## src/rtl/xor_session_ctrl.sv

```systemverilog
// xor_session_ctrl: session sequencer for an XOR encryption datapath.
// Sequences key load, message load, encrypt and serialize. It also tracks which operands
// are valid and reports the error code of the last command.
//
// Ports:
//   clk, rst_n        - rising-edge clock, asynchronous active-low reset
//   ena               - global enable; state, counters and outputs hold while low
//   iCmd_valid, iCmd  - command strobe and code (01 key, 10 msg, 11 encrypt, 00 illegal)
//   iEnc_done         - encryption engine completion pulse
//   iSer_done         - serializer completion pulse
//   oLoad_key         - key deserializer load flag
//   oLoad_msg         - message deserializer load flag
//   oEnc_start        - one-cycle encryption start pulse
//   oSer_start        - one-cycle serializer start pulse
//   oBusy             - high whenever not idle
//   oKey_valid        - key fully loaded
//   oMsg_valid        - message fully loaded and not yet consumed
//   oDone             - one-cycle pulse on successful session end
//   oErr_code         - 00 none, 01 illegal, 10 not ready, 11 timeout
module xor_session_ctrl #(
   parameter int unsigned KEY_BITS = 8,
   parameter int unsigned MSG_BITS = 64,
   parameter int unsigned TIMEOUT  = 255
) (
   input  logic       clk,
   input  logic       rst_n,
   input  logic       ena,
   input  logic       iCmd_valid,
   input  logic [1:0] iCmd,
   input  logic       iEnc_done,
   input  logic       iSer_done,
   output logic       oLoad_key,
   output logic       oLoad_msg,
   output logic       oEnc_start,
   output logic       oSer_start,
   output logic       oBusy,
   output logic       oKey_valid,
   output logic       oMsg_valid,
   output logic       oDone,
   output logic [1:0] oErr_code
);

   typedef enum logic [2:0] {StIdle, StLoadKey, StLoadMsg, StEncWait, StSerWait} state_e;

   // Exit compares use the last count value so the load flag is high for exactly N cycles.
   localparam logic [6:0] KeyLast  = 7'(KEY_BITS - 1);
   localparam logic [6:0] MsgLast  = 7'(MSG_BITS - 1);
   localparam logic [7:0] WaitLast = 8'(TIMEOUT - 1);

   localparam logic [1:0] ErrNone    = 2'b00;
   localparam logic [1:0] ErrIllegal = 2'b01;
   localparam logic [1:0] ErrNotRdy  = 2'b10;
   localparam logic [1:0] ErrTimeout = 2'b11;

   state_e     state_q, state_d;
   logic [6:0] bit_cnt_q, bit_cnt_d;
   logic [7:0] wait_cnt_q, wait_cnt_d;
   logic       load_key_q, load_key_d;
   logic       load_msg_q, load_msg_d;
   logic       enc_start_q, enc_start_d;
   logic       ser_start_q, ser_start_d;
   logic       busy_q, busy_d;
   logic       key_valid_q, key_valid_d;
   logic       msg_valid_q, msg_valid_d;
   logic       done_q, done_d;
   logic [1:0] err_q, err_d;

   always_comb begin
      state_d     = state_q;
      bit_cnt_d   = bit_cnt_q;
      wait_cnt_d  = wait_cnt_q;
      load_key_d  = load_key_q;
      load_msg_d  = load_msg_q;
      enc_start_d = enc_start_q;
      ser_start_d = ser_start_q;
      busy_d      = busy_q;
      key_valid_d = key_valid_q;
      msg_valid_d = msg_valid_q;
      done_d      = done_q;
      err_d       = err_q;

      if (ena) begin
         // Pulses last one enabled cycle.
         enc_start_d = 1'b0;
         ser_start_d = 1'b0;
         done_d      = 1'b0;

         unique case (state_q)
            StIdle: begin
               if (iCmd_valid) begin
                  unique case (iCmd)
                     2'b01: begin
                        state_d     = StLoadKey;
                        bit_cnt_d   = '0;
                        key_valid_d = 1'b0;
                        load_key_d  = 1'b1;
                        err_d       = ErrNone;
                     end
                     2'b10: begin
                        state_d     = StLoadMsg;
                        bit_cnt_d   = '0;
                        msg_valid_d = 1'b0;
                        load_msg_d  = 1'b1;
                        err_d       = ErrNone;
                     end
                     2'b11: begin
                        if (key_valid_q && msg_valid_q) begin
                           state_d     = StEncWait;
                           wait_cnt_d  = '0;
                           enc_start_d = 1'b1;
                           err_d       = ErrNone;
                        end else begin
                           err_d = ErrNotRdy;
                        end
                     end
                     default: err_d = ErrIllegal;
                  endcase
               end
            end
            StLoadKey: begin
               if (bit_cnt_q == KeyLast) begin
                  state_d     = StIdle;
                  load_key_d  = 1'b0;
                  key_valid_d = 1'b1;
               end else begin
                  bit_cnt_d = bit_cnt_q + 7'd1;
               end
            end
            StLoadMsg: begin
               if (bit_cnt_q == MsgLast) begin
                  state_d     = StIdle;
                  load_msg_d  = 1'b0;
                  msg_valid_d = 1'b1;
               end else begin
                  bit_cnt_d = bit_cnt_q + 7'd1;
               end
            end
            StEncWait: begin
               // Done has priority over the timeout on the same cycle.
               if (iEnc_done) begin
                  state_d     = StSerWait;
                  wait_cnt_d  = '0;
                  ser_start_d = 1'b1;
               end else if (wait_cnt_q == WaitLast) begin
                  state_d     = StIdle;
                  err_d       = ErrTimeout;
                  msg_valid_d = 1'b0;
               end else begin
                  wait_cnt_d = wait_cnt_q + 8'd1;
               end
            end
            StSerWait: begin
               if (iSer_done) begin
                  state_d     = StIdle;
                  done_d      = 1'b1;
                  msg_valid_d = 1'b0;
               end else if (wait_cnt_q == WaitLast) begin
                  state_d     = StIdle;
                  err_d       = ErrTimeout;
                  msg_valid_d = 1'b0;
               end else begin
                  wait_cnt_d = wait_cnt_q + 8'd1;
               end
            end
            default: state_d = StIdle;
         endcase

         busy_d = (state_d != StIdle);
      end
   end

   always_ff @(posedge clk or negedge rst_n) begin
      if (!rst_n) begin
         state_q     <= StIdle;
         bit_cnt_q   <= '0;
         wait_cnt_q  <= '0;
         load_key_q  <= 1'b0;
         load_msg_q  <= 1'b0;
         enc_start_q <= 1'b0;
         ser_start_q <= 1'b0;
         busy_q      <= 1'b0;
         key_valid_q <= 1'b0;
         msg_valid_q <= 1'b0;
         done_q      <= 1'b0;
         err_q       <= ErrNone;
      end else begin
         state_q     <= state_d;
         bit_cnt_q   <= bit_cnt_d;
         wait_cnt_q  <= wait_cnt_d;
         load_key_q  <= load_key_d;
         load_msg_q  <= load_msg_d;
         enc_start_q <= enc_start_d;
         ser_start_q <= ser_start_d;
         busy_q      <= busy_d;
         key_valid_q <= key_valid_d;
         msg_valid_q <= msg_valid_d;
         done_q      <= done_d;
         err_q       <= err_d;
      end
   end

   assign oLoad_key  = load_key_q;
   assign oLoad_msg  = load_msg_q;
   assign oEnc_start = enc_start_q;
   assign oSer_start = ser_start_q;
   assign oBusy      = busy_q;
   assign oKey_valid = key_valid_q;
   assign oMsg_valid = msg_valid_q;
   assign oDone      = done_q;
   assign oErr_code  = err_q;

endmodule

```

## config.mk

```make
export PLATFORM = sky130hd
export DESIGN_NAME = xor_session_ctrl
export DESIGN_NICKNAME = d
export VERILOG_FILES = /design/src/rtl/xor_session_ctrl.sv
export SDC_FILE = /design/constraint.sdc
export NUM_CORES = 1
export LEC_CHECK = 0
export BUFFER_PORTS_ARGS = -buffer_cell sky130_fd_sc_hd__buf_4
export CAP_MARGIN = 40
export CORE_MARGIN = 5
export CORE_UTILIZATION = 45
export CTS_BUF_LIST = sky130_fd_sc_hd__clkbuf_4
export CTS_CLUSTER_DIAMETER = 30
export DETAILED_ROUTE_END_ITERATION = 7
export PLACE_DENSITY_LB_ADDON = 0.08
export SLEW_MARGIN = 20
export SYNTH_ARGS = -nofsm -noshare
export SYNTH_HDL_FRONTEND = slang
export SYNTH_SLANG_ARGS = --single-unit
```

## constraint.sdc

```tcl
create_clock -name clk -period 3.9 [get_ports clk]
set_input_delay 1.17 -clock clk [delete_from_list [all_inputs] [get_ports clk]]
set_output_delay 1.17 -clock clk [all_outputs]
set_load 0.1 [all_outputs]
```

# [After elaboration in Yosys (flattened, before gate mapping)]
# Index checks and enable logic that the tools add are counted.
[op_classes] n_addsub=2 n_eq_ne=22 muxes=56 reduce_logical=15
[op_table] cell="$mux W8" n=6
[op_table] cell="$mux W7" n=4
[op_table] cell="$mux W3" n=8
[op_table] cell="$pmux W8 S3" n=1
[op_table] cell="$mux W1" n=23
[op_table] cell="$pmux W7 S3" n=1
[op_table] cell="$ne A2 B2 Y1 const B" n=9
[op_table] cell="$reduce_and A6 Y1" n=3
[op_table] cell="$pmux W3 S5" n=1
[op_table] cell="$reduce_and A5 Y1" n=3
[op_table] cell="$mux W2" n=5
[op_table] cell="$pmux W3 S3" n=1
[op_table] cell="$reduce_bool A3 Y1" n=3
[op_table] cell="$add A8 B1 Y8 const B" n=1
[op_table] cell="$eq A8 B8 Y1 const B" n=1
[op_table] cell="$add A7 B1 Y7 const B" n=1
[op_table] cell="$eq A7 B3 Y1 const B" n=1
[op_table] cell="$eq A7 B6 Y1 const B" n=1
[op_table] cell="$eq A3 B2 Y1 const B" n=2
[op_table] cell="$ne A2 B1 Y1 const B" n=3
[op_table] cell="$pmux W1 S2" n=3
[op_table] cell="$pmux W2 S3" n=1
[op_table] cell="$eq A2 B2 Y1 const B" n=2
[op_table] cell="$pmux W1 S4" n=1
[op_table] cell="9 further kinds" n=10
[totals] regBits=28 in_bits=8 out_inout_bits=10 elab_cells=107

# [Longest topological paths before layout]
# Gate-level depths: netlist of run 1.
[logic_depth] depth_word=7 mapped_depth=8 ltp_nobuf=6

# [Worst setup path after synthesis of run 1]
# No wires, ideal clock.
[synth_timing] path_type="input-to-reg" from="in iCmd[0]" to="reg bit_cnt_q[4]" arrival_time_ns=2.665 setup_slack_ns=1.140 cell_stages=7 path_buffers=1 cell_sequence="inv_1 > ha_1 > a211oi_1 > a211o_1 > or4b_1 > buf_2 > o31ai_1"
[synth_via] elab_chain_len=4 elab_cells_between_ends=5 cone_classes="eq/ne: 3; reduce/logical: 2"
[synth_rtl] element="start, declared" line_no="29" source="input logic [1:0] iCmd,"
[synth_rtl] element="$eq A2 B2 Y1 or $eq A2 B1 Y1 (tied branches)" line_no="91" source="unique case (iCmd)"
[synth_rtl] element="$reduce_or A2 Y1 (no source line) (*)"
[synth_rtl] element="$ne A2 B2 Y1 (no source line) (*)"
[synth_rtl] element="$reduce_and A6 Y1 (no source line) (*)"
[synth_rtl] element="end signal, assigned" line_no="188" source="bit_cnt_q <= bit_cnt_d;"
[synth_rtl] element="end, declared" line_no="56" source="logic [6:0] bit_cnt_q, bit_cnt_d;"
# Every way passes the cells marked *; elsewhere a longest branch is shown, timed or not.
# A chain may end at the register's enable or synchronous reset.

# [Worst setup path in the final report of run 1]
[layout_timing] from="in iCmd[0]" to="reg bit_cnt_q[5]"
# Same word-level chain as after synthesis.

==> results of run 1 <==
## cell families after synthesis
| family | synth area share |
|---|---|
| xor gates and xnor gates | 0.00484 |
| AOI/OAI and AO/OA | 0.254 |
| and+or+nand+nor | 0.221 |
| adders and majority gates | 0.0483 |
| DFF | 0.387 |
| buffers and inverters | 0.0552 |
| muxes | 0.0297 |
## area by class of cell
type                            instances  area, µm²  share of cell area
Multi-Input combinational cell        148       1010               0.509
Timing Repair Buffer                   17        128              0.0643
Sequential cell                        28        701               0.353
Tap cell                               50       62.6              0.0315
Clock buffer                            3       22.5              0.0113
Inverter                                8       30.0              0.0151
Clock inverter                          1       30.0              0.0151
## power by group
part | internal (µW) | leakage (µW) | switching, µW
clock | 104 | 0.0000279 | 90.1
combinational | 95.2 | 0.000441 | 205
sequential | 324 | 0.000372 | 49.9
total | 523 | 0.000840 | 345
## critical path, delay by kind of cell
kind / cells / cell delay [ps]
AND/OR/NAND/NOR: 1 / 670
adder cells (fa/ha/maj): 1 / 280
AO/OA/AOI/OAI: 3 / 680
buffers and inverters: 2 / 140
## cells in the final DEF, fill, tap and decap left out, types with 7 or more instances in the layout
cell	count
nand3_1	11
inv_1	8
a31oi_1	9
dfrtp_1	28
a21oi_1	13
nor2_1	14
ha_1	7
nand2_1	12
buf_4	17
## how the worst max path moves through the flow
stage,to,slack [ps],start
2_1_floorplan,bit_cnt_q[4]$_DFFE_PN0P_,1140,iCmd[0]
5_1_grt,bit_cnt_q[5]$_DFFE_PN0P_,1120,iCmd[0]
3_5_place_dp,bit_cnt_q[5]$_DFFE_PN0P_,840,iCmd[0]
6_report,bit_cnt_q[5]$_DFFE_PN0P_,1200,iCmd[0]
3_3_place_gp,bit_cnt_q[5]$_DFFE_PN0P_,940,iCmd[0]
4_1_cts,bit_cnt_q[5]$_DFFE_PN0P_,1220,iCmd[0]
## stage by stage
stage           util  cells
6_report       0.503    255
2_1_floorplan      -    197
5_1_grt        0.503    255
3_3_place_gp   0.490    251
3_5_place_dp   0.490    251
4_1_cts        0.503    255
## metal layers
layer | global-route usage | vias to the layer above | wire [µm]
li1 | - | 765 | -
met1 | 0.218 | 749 | 1820
met2 | 0.295 | 39 | 2180
met3 | 0.0205 | 4 | 161
met4 | 0.0443 | 0 | 44
met5 | 0 | - | 0
## sequential cells by signal, indices dropped and copies added, names as in the netlist, 2 cells and up
register and count:
state_q 3, oErr_code 2, wait_cnt_q 8, bit_cnt_q 7
==> metrics.md, run 1 <==
| Metric | Value |
|---|---|
| Status | finished clean |
| Detailed placer's ending HPWL | 3110 µm |
| Worst setup SP type | input port |
| WL/cell | 16.5 µm |
| Area Growth Syn to Fin | 9.53% |
| Hold slack | ~500 ps |
| Ys flop type | dfrtp_1 |
| Min-delay src | oEnc_start$_DFFE_PN0P_ |
| CP Max Fanout | 7 |
| Vias | 1557 |
| Crit end category | flip-flop |
| Syn nets | roughly 210 |
| Placed instance area | slightly below 2000 µm² |
| Initial antenna violation count | 0 |
| Hold-fix buffers, CTS | 0 |
| TritonRoute pass-1 iters | 4 |
| Setup WS post-layout | 1200 ps |
| Die area | about 5400 µm² |
| Number of enable flip-flop cells after synthesis | 0 |
| Cts bufs inserted | 3 |
| CP Data Required Time | about 4200 ps |
| Syn avg cell area | 9.20 µm² |
| RSZ-0062 raised after global routing | no |
| Max cap viols | 0 |
| Std cell rows | 23 |
| Fillers | 375 |
| Vias per cell | about 6.1 |
| Crit path arrival time | between 2000 and 3000 ps |
| Leakage power | between 0.0008 and 0.0009 µW |
| Starting DRT DRC Count | 140 |
| CP max stage delay | roughly 670 ps |
| GR Overflow Total | 0 |
| FF-to-FF setup slack | around 1500 ps |
| Nets@finish | ~220 |
| CTS root buffer | clkbuf_4 |
| Final-report setup violation count | 0 |
| Clock Latency Late Sink | between 300 and 400 ps |
| Hold path cells | 2 |
| Crit Reg-Reg Endpoint | wait_cnt_q[1]$_DFFE_PN0P_ |
| Skew final | roughly 4.2 ps |
| HP Class | reg2reg |
| DRC violations left | 0 |
| Pre-CTS setup slack | 838 ps |
| GPL Wtd Cong | 0.888 |
| Port Buffers | 17 |
| FFs w/ async S/R, synth | 1.00 |
| Core area | between 3000 and 4000 µm² |
| Top cells by count, synth | dfrtp_1 (28), nor2_1 (14), a21oi_1 (13), nand2_1 (12), nand3_1 (11) |
| Hold Fails Final Rpt | 0 |
| Register bit total from synthesis | 28 |
| Clock transition at path regs | about 160 ps |
| Share of the synthesized area in the top cell type | 0.387 |
| Worst path slowest cell | or4b_1 |
| Post-Syn Area | ~1800 µm² |
| Most common cell in the netlist | dfrtp_1 |
| Final Power | between 800 and 900 µW |
| Relative slew slack | 0.512 |
| Unique masters post-synth | 52 |
| Overall routing resource usage | 0.169 |
| Fin crit period | 2700 ps |
| # IOs | 18 |
| Post-route cell area | between 1500 and 2000 µm² |
| Slew Viols, Final | 0 |
| DRT antenna net count | 0 |
| Register area share after synthesis | 0.387 |
| Clock Sinks | 28 |
| Post-CTS Resized | 0 |
| Starting density of the core | 0.460 |
| TNS Setup | 0 ps |
| Max clock buf depth | 2 |
| Die width | 73.5 µm |
| First-pass GRT wire length | 7260 µm |
| Worst r2r src | state_q[2]$_DFFE_PN0P_ |
| CP cell instances | buf_4 -> inv_1 -> ha_1 -> a211oi_1 -> a211o_1 -> or4b_1 -> o31ai_1 |
| Final wirelength | ~4200 µm |
| Vias in the first global route | 1534 |
| Largest net degree at the start of global routing | 29 |
| Slew at the pin with the worst max-slew slack | between 700 and 800 ps |
| Die span in y | roughly 73 µm |
| Synth warn | 0 |
| Period utilization | 0.691 |
| Peak supply drop | 0.238 mV |
| Cell taking the most area after synthesis | dfrtp_1 |
| # Post-CTS Setup Buffers | 0 |
| Fmax | approximately 0.37 GHz |
| Critical Setup Path Class | in2reg |
| TritonCTS clock tree | built |
| Layout cells sized above 1 | 0.171 |
| Reg2Reg Depth | 4 |
| Mapped Cells | between 150 and 200 |
| Hold path endpoint | oEnc_start$_DFFE_PN0P_ |
| H-tree Lvls | 1 |
| Area contributors post-synth | dfrtp_1 (39%), ha_1 (4.8%), a21oi_1 (3.6%) |
| Antenna diodes | 0 |
| P per Cell Area | between 400 and 500 nW/µm² |
Power figures use the tool's default switching activity.
==> run 2: changes to the inputs <==
--- a/config.mk
+++ b/config.mk
@@ -5,6 +5,7 @@
 export SDC_FILE = /design/constraint.sdc
 export NUM_CORES = 1
 export LEC_CHECK = 0
+export ABC_AREA = 1
 export BUFFER_PORTS_ARGS = -buffer_cell sky130_fd_sc_hd__buf_4
 export CAP_MARGIN = 40
 export CORE_MARGIN = 5
==> constraint.sdc (replaced) <==
create_clock -name clk -period 2.5 [get_ports clk]
set_input_delay 0.75 -clock clk [delete_from_list [all_inputs] [get_ports clk]]
set_output_delay 0.75 -clock clk [all_outputs]
set_load 0.1 [all_outputs]
==> metrics.md, run 2 <==
| Metric | Value |
|---|---|
| Fin crit period | 1840 ps |
| Area contributors post-synth | dfrtp_1 (40%), nand2_1 (17%), nor2_1 (8.3%) |
| Crit path arrival time | 2120 ps (-820 ps) |
| Syn avg cell area | 6.99 µm² (-24%) |
| H-tree Lvls | 1 (unchanged) |
| Clock Sinks | 28 (unchanged) |
| TritonRoute pass-1 iters | 4 (unchanged) |
| Clock Latency Late Sink | 330 ps (about the same) |
| Crit end category | flip-flop |
| Clock transition at path regs | 150 ps (about the same) |
| Fmax | between 0.5 and 0.6 GHz |
| Relative slew slack | 0.601 (+0.0896) |
| Most frequent CP cell | nand2_1 |
| TNS Setup | 0 ps (unchanged) |
| Crit Reg-Reg Endpoint | bit_cnt_q[6]$_DFFE_PN0P_ |
| Most common cell in the netlist | nand2_1 |
| CP max stage delay | 440 ps (-230 ps) |
| Post-CTS Resized | 0 (unchanged) |
| GPL Wtd Cong | 0.878 (-1.2%) |
| Vias per cell | 4.94 (-19%) |
| Hold-fix buffers, CTS | 0 (unchanged) |
| Fillers | 376 (+0.27%) |
| Share of the synthesized area in the top cell type | 0.398 (+0.0110) |
| # Post-CTS Setup Buffers | 0 (unchanged) |
| Busiest grt layer | met2 |
| Worst setup SP type | flip-flop |
| P per Cell Area | 945 nW/µm² (+120%) |
| Vias in the first global route | 1560 (+1.7%) |
| Leakage power | 0.00106 µW (+26%) |
| Largest net degree at the start of global routing | 29 (unchanged) |
| Largest reg by FF count | wait_cnt_q |
| CTS root buffer | clkbuf_4 |
| Max reg flops | 8 (unchanged) |
| Skew final | 5.04 ps (+0.827 ps) |
| Detailed placer's ending HPWL | 2880 µm (-7.5%) |
| Antenna diodes | 0 (unchanged) |
| Starting density of the core | 0.474 (+0.0145) |
| Register area share after synthesis | 0.398 (+0.0110) |
| Synth warn | 0 (unchanged) |
| Core area | 3720 µm² (-5.7%) |
| Placed instance area | 1940 µm² (+0.26%) |
| Final wirelength | 3780 µm (-9.9%) |
| WL/cell | 11.9 µm (-28%) |
| Syn nets | 267 (+26%) |
| Final Power | 1850 µW (+110%) |
| HP Class | in2async |
| Area Growth Syn to Fin | 11.4% |
| Number of enable flip-flop cells after synthesis | 0 (unchanged) |
| Critical Setup Path Class | reg2reg |
| Crit path max-delay family | simple AND/OR/NAND/NOR gates |
| Layout cells sized above 1 | 0.114 (-0.0563) |
| # IOs | 18 (unchanged) |
| Hold Fails Final Rpt | 0 (unchanged) |
| Overall routing resource usage | 0.158 (-0.0104) |
| Initial antenna violation count | 0 (unchanged) |
| Routing usage on met3 | 0.0317 (+0.0112) |
| Post-Syn Area | 1760 µm² (-2.8%) |
| Die area | 5270 µm² (-2.4%) |
| Die span in y | 72.6 µm (-1.2%) |
| GR Layer Usage met1 | 0.216 (-0.00194) |
| Vias | 1576 (+1.2%) |
| Seq. cell area | 701 µm² (unchanged) |
| Unique masters post-synth | 24 (-54%) |
| Worst r2r src | bit_cnt_q[0]$_DFFE_PN0P_ |
| Nets@finish | 287 (+30%) |
| DRC violations left | 0 (unchanged) |
| Most frequent cells in the layout | nand2_1 (82), nor2_1 (39), dfrtp_1 (28) |
| Global Route met2 Usage | 0.257 (-0.0388) |
| RSZ-0062 raised after global routing | no |
| Post-route cell area | 1960 µm² (-1.1%) |
| Starting DRT DRC Count | 97 (-31%) |
| Largest regs | wait_cnt_q (8), bit_cnt_q (7), state_q (3) |
| Most common cell after layout, fill and taps aside | nand2_1 |
| Critical path buffers and inverters | 1 (-1) |
| Std cell rows | 22 (-4.3%) |
| Mapped Cells | 252 (+28%) |
| Die width | 72.6 µm (-1.2%) |
| Hold slack | 307 ps (-197 ps) |
| Multi-input gate area | 943 µm² (-6.7%) |
| Reg2Reg Depth | 10 (+6) |
| Max cap viols | 0 (unchanged) |
| Top cells by count, synth | nand2_1 (82), nor2_1 (39), dfrtp_1 (28), inv_1 (26), nand3_1 (22) |
| Max clock buf depth | 2 (unchanged) |
| DRT antenna net count | 0 (unchanged) |
| Status | finished clean |
| Slew Viols, Final | 0 (unchanged) |
| Worst path slowest cell | dfrtp_1 |
| Period utilization | 0.738 |
| First-pass GRT wire length | 6800 µm (-6.4%) |
| Ys flop type | dfrtp_1 |
| Cell taking the most area after synthesis | dfrtp_1 |
| Slew at the pin with the worst max-slew slack | 594 ps (-138 ps) |
| Register bit total from synthesis | 28 (unchanged) |
| Port Buffers | 17 (unchanged) |
| CP Max Fanout | 12 (+5) |
| FFs w/ async S/R, synth | 1.00 (unchanged) |
| GR Overflow Total | 0 (unchanged) |
| CP Data Required Time | 2780 ps (-1370 ps) |
| Final-report setup violation count | 0 (unchanged) |
| Peak supply drop | 0.810 mV (+240%) |
| TritonCTS clock tree | built |
| CP cell instances | ha_1 -> nand2_1 -> inv_1 -> nand3_1 -> nand2_1 -> nand2_1 -> nand3_1 -> nor2_1 -> nand2_1 -> nand2_1 |
| FF-to-FF setup slack | 660 ps (-880 ps) |
| Cts bufs inserted | 3 (unchanged) |
[run 2: final cells by class]
class	count	area share
flip-flops and latches	28	0.357
clock inverters	1	0.00191
repair buffers	17	0.0650
clock buffers	3	0.0115
well taps	48	0.0306
inverters	28	0.0535
multi-input cells	194	0.481
[run 2: power breakdown]
part	internal [µW]	switching (µW)
sequential	547	90.9
clock	58.6	132
combinational	236	790
total	842	1010
[run 2: kinds of logic (layout without fill, tap and decap cells)]
group,Yosys count,count (layout),synth area share
simple gates,158,158,0.386
flops,28,28,0.398
compound gates,23,23,0.0696
xor+xnor,6,6,0.0298
buf+inv,30,49,0.0668
fa+ha+maj,7,7,0.0497
[run 2: metal layers]
metal  routed length (µm)  share of wire  vias up
li1                     -              -      828
met1                 1830           0.48      714
met2                 1770           0.47       26
met3                  110          0.029        8
met4                   74          0.020        0
met5                    0              0        -
[run 2: how the worst max path moves through the flow]
stage	from	endpoint	slack, ps	depth (start not counted)
floorplan	oMsg_valid$_DFFE_PN0P_	wait_cnt_q[0]$_DFFE_PN0P_	530	7
global placement	iCmd[0]	bit_cnt_q[6]$_DFFE_PN0P_	440	9
detailed placement	iCmd[0]	bit_cnt_q[1]$_DFFE_PN0P_	410	9
CTS	oMsg_valid$_DFFE_PN0P_	oMsg_valid	630	1
global route	bit_cnt_q[0]$_DFFE_PN0P_	bit_cnt_q[1]$_DFFE_PN0P_	440	10
finish	bit_cnt_q[0]$_DFFE_PN0P_	bit_cnt_q[6]$_DFFE_PN0P_	660	10
[run 2: stage by stage]
step | utilization | cells | worst slack [ps]
final | 0.528 | 319 | 655
after global routing | 0.528 | 319 | 445
after CTS | 0.528 | 319 | 631
after detailed placement | 0.521 | 315 | 413
after global placement | 0.521 | 315 | 441
after floorplan | - | 252 | 528
==> run 3: changes to the inputs <==
==> constraint.sdc (replaced) <==
create_clock -name clk -period 1.7 [get_ports clk]
set_input_delay 0.51 -clock clk [delete_from_list [all_inputs] [get_ports clk]]
set_output_delay 0.51 -clock clk [all_outputs]
set_load 0.1 [all_outputs]
==> metrics.md, run 3 (synthesis gave the netlist of run 2 again) <==
| Metric | Value |
|---|---|
| Clock Latency Late Sink | 330 ps (about the same) |
| Largest net degree at the start of global routing | 29 (unchanged) |
| Final wirelength | 4060 µm (+7.3%) |
| Peak supply drop | 1.03 mV (+27%) |
| Relative slew slack | 0.755 (+0.154) |
| TNS Setup | 0 ps (unchanged) |
| H-tree Lvls | 1 (unchanged) |
| Period utilization | 0.927 (+0.189) |
| WL/cell | 12.0 µm (+0.99%) |
| TritonRoute pass-1 iters | 4 (unchanged) |
| Seq. cell area | 706 µm² (+0.71%) |
| Slew Viols, Final | 0 (unchanged) |
| Skew final | 12.7 ps (+7.71 ps) |
| Die span in y | 72.6 µm (unchanged) |
| Crit path arrival time | 1850 ps (-270 ps) |
| Clock transition at path regs | 160 ps (about the same) |
| Fillers | 372 (-1.1%) |
| Nets@finish | 307 (+7.0%) |
| Clock Sinks | 28 (unchanged) |
| CP Max Fanout | 6 (-6) |
| Cts bufs inserted | 3 (unchanged) |
| Final std cells w/o fill | 339 (+6.3%) |
| DRT antenna net count | 0 (unchanged) |
| Inst Count DP | 327 (+3.8%) |
| DRC violations left | 0 (unchanged) |
| Initial antenna violation count | 0 (unchanged) |
| Hold Fails Final Rpt | 0 (unchanged) |
| CP Data Required Time | 1980 ps (-800 ps) |
| HP Class | in2async |
| Starting density of the core | 0.474 (unchanged) |
| # IOs | 18 (unchanged) |
| Port Buffers | 17 (unchanged) |
| Die width | 72.6 µm (unchanged) |
| Detailed placer's ending HPWL | 3170 µm (+9.9%) |
| TritonCTS clock tree | built |
| Die area | 5270 µm² (unchanged) |
| Status | finished clean |
| Setup WS post-layout | 125 ps (-530 ps) |
| Crit end category | flip-flop |
| Slew at the pin with the worst max-slew slack | 368 ps (-226 ps) |
| Final-report setup violation count | 0 (unchanged) |
| Vias in the first global route | 1591 (+2.0%) |
| Leakage power | 0.00117 µW (+10%) |
| Vias | 1661 (+5.4%) |
| Core area | 3720 µm² (unchanged) |
| Overall routing resource usage | 0.166 (+0.00797) |
| Critical Setup Path Class | reg2reg |
| Area Growth Syn to Fin | 22.9% |
| Fmax | 0.635 GHz (+17%) |
| Largest reg by FF count | wait_cnt_q |
| Antenna diodes | 0 (unchanged) |
| CTS root buffer | clkbuf_4 |
| Placed instance area | 2030 µm² (+4.8%) |
| GR Overflow Total | 0 (unchanged) |
| Most frequent cells in the layout | nand2_1 (80), nor2_1 (37), buf_4 (37) |
| Vias per cell | 4.90 (-0.82%) |
| Max clock buf depth | 2 (unchanged) |
| Largest regs | wait_cnt_q (8), bit_cnt_q (7), state_q (3) |
| Layout cells sized above 1 | 0.213 (+0.0987) |
| First-pass GRT wire length | 6960 µm (+2.4%) |
| Fin crit period | 1580 ps (-270 ps) |
| GPL Wtd Cong | 0.874 (-0.42%) |
| Max reg flops | 8 (unchanged) |
| Multi-input gate area | 963 µm² (+2.1%) |
| Pre-CTS setup slack | -23.1 ps (-436 ps) |
| Worst setup SP type | flip-flop |
| Hold slack | 55.4 ps (-252 ps) |
| Starting DRT DRC Count | 104 (+7.2%) |
| Max cap viols | 0 (unchanged) |
| P per Cell Area | 1430 nW/µm² (+51%) |
| Post-route cell area | 2160 µm² (+10%) |
| Std cell rows | 22 (unchanged) |
| Most common cell after layout, fill and taps aside | nand2_1 |
run 3: critical path, stage by stage, from the launching register on:
cell and delay [ps]:
dfrtp_1 460, nor2_4 190, nand2_1 120, nand2_2 90
a21oi_2 50, nor3_4 280, buf_4 180, nand3_1 80
nand2_1 70
run 3: timing repair:
action / 4_1_cts / 5_1_grt
resized for setup: 0 / 9
buffers inserted: 0 / 8
endpoints found under the setup margin: 0 / 20
endpoints found under the hold margin: 0 / 0
hold buffers: 0 / 0
run 3: final cells by class:
type | count | area share
multi-input cells | 194 | 0.445
inverters | 28 | 0.0486
clock inverters | 1 | 0.0139
flip-flops and latches | 28 | 0.326
well taps | 48 | 0.0277
repair buffers | 37 | 0.128
clock buffers | 3 | 0.0104
run 3: worst paths after layout:
check | depth (start not counted) | slack [ps] | start | end
worst max register to register | 8 | 120 | state_q[0]$_DFFE_PN0P_ | wait_cnt_q[5]$_DFFE_PN0P_
min in group clk | 3 | 470 | iCmd_valid | oEnc_start$_DFFE_PN0P_
worst min-delay path | 1 | 60 | rst_n | oEnc_start$_DFFE_PN0P_
worst min register to register | 2 | 510 | oEnc_start$_DFFE_PN0P_ | oEnc_start$_DFFE_PN0P_
max in group asynchronous | 1 | 1340 | rst_n | wait_cnt_q[2]$_DFFE_PN0P_
worst max-delay path | 8 | 120 | state_q[0]$_DFFE_PN0P_ | wait_cnt_q[5]$_DFFE_PN0P_
run 3: power by group:
part | internal (µW) | switching [µW]
logic | 504 | 1230
registers | 810 | 110
clock network | 238 | 203
total | 1550 | 1540
run 3: metal layers:
layer  track usage  vias to the layer above  share of wire
met5             0                        -              0
met4        0.0492                        0          0.019
met3        0.0344                        6          0.030
met2         0.271                       20           0.48
met1         0.222                      768           0.47
li1              -                      867              -
run 3: stage by stage:
stage | utilization | total power [µW]
2_1_floorplan | - | 2130
3_3_place_gp | 0.546 | 2540
3_5_place_dp | 0.546 | 2570
4_1_cts | 0.560 | 3010
5_1_grt | 0.582 | 3320
6_report | 0.582 | 3100
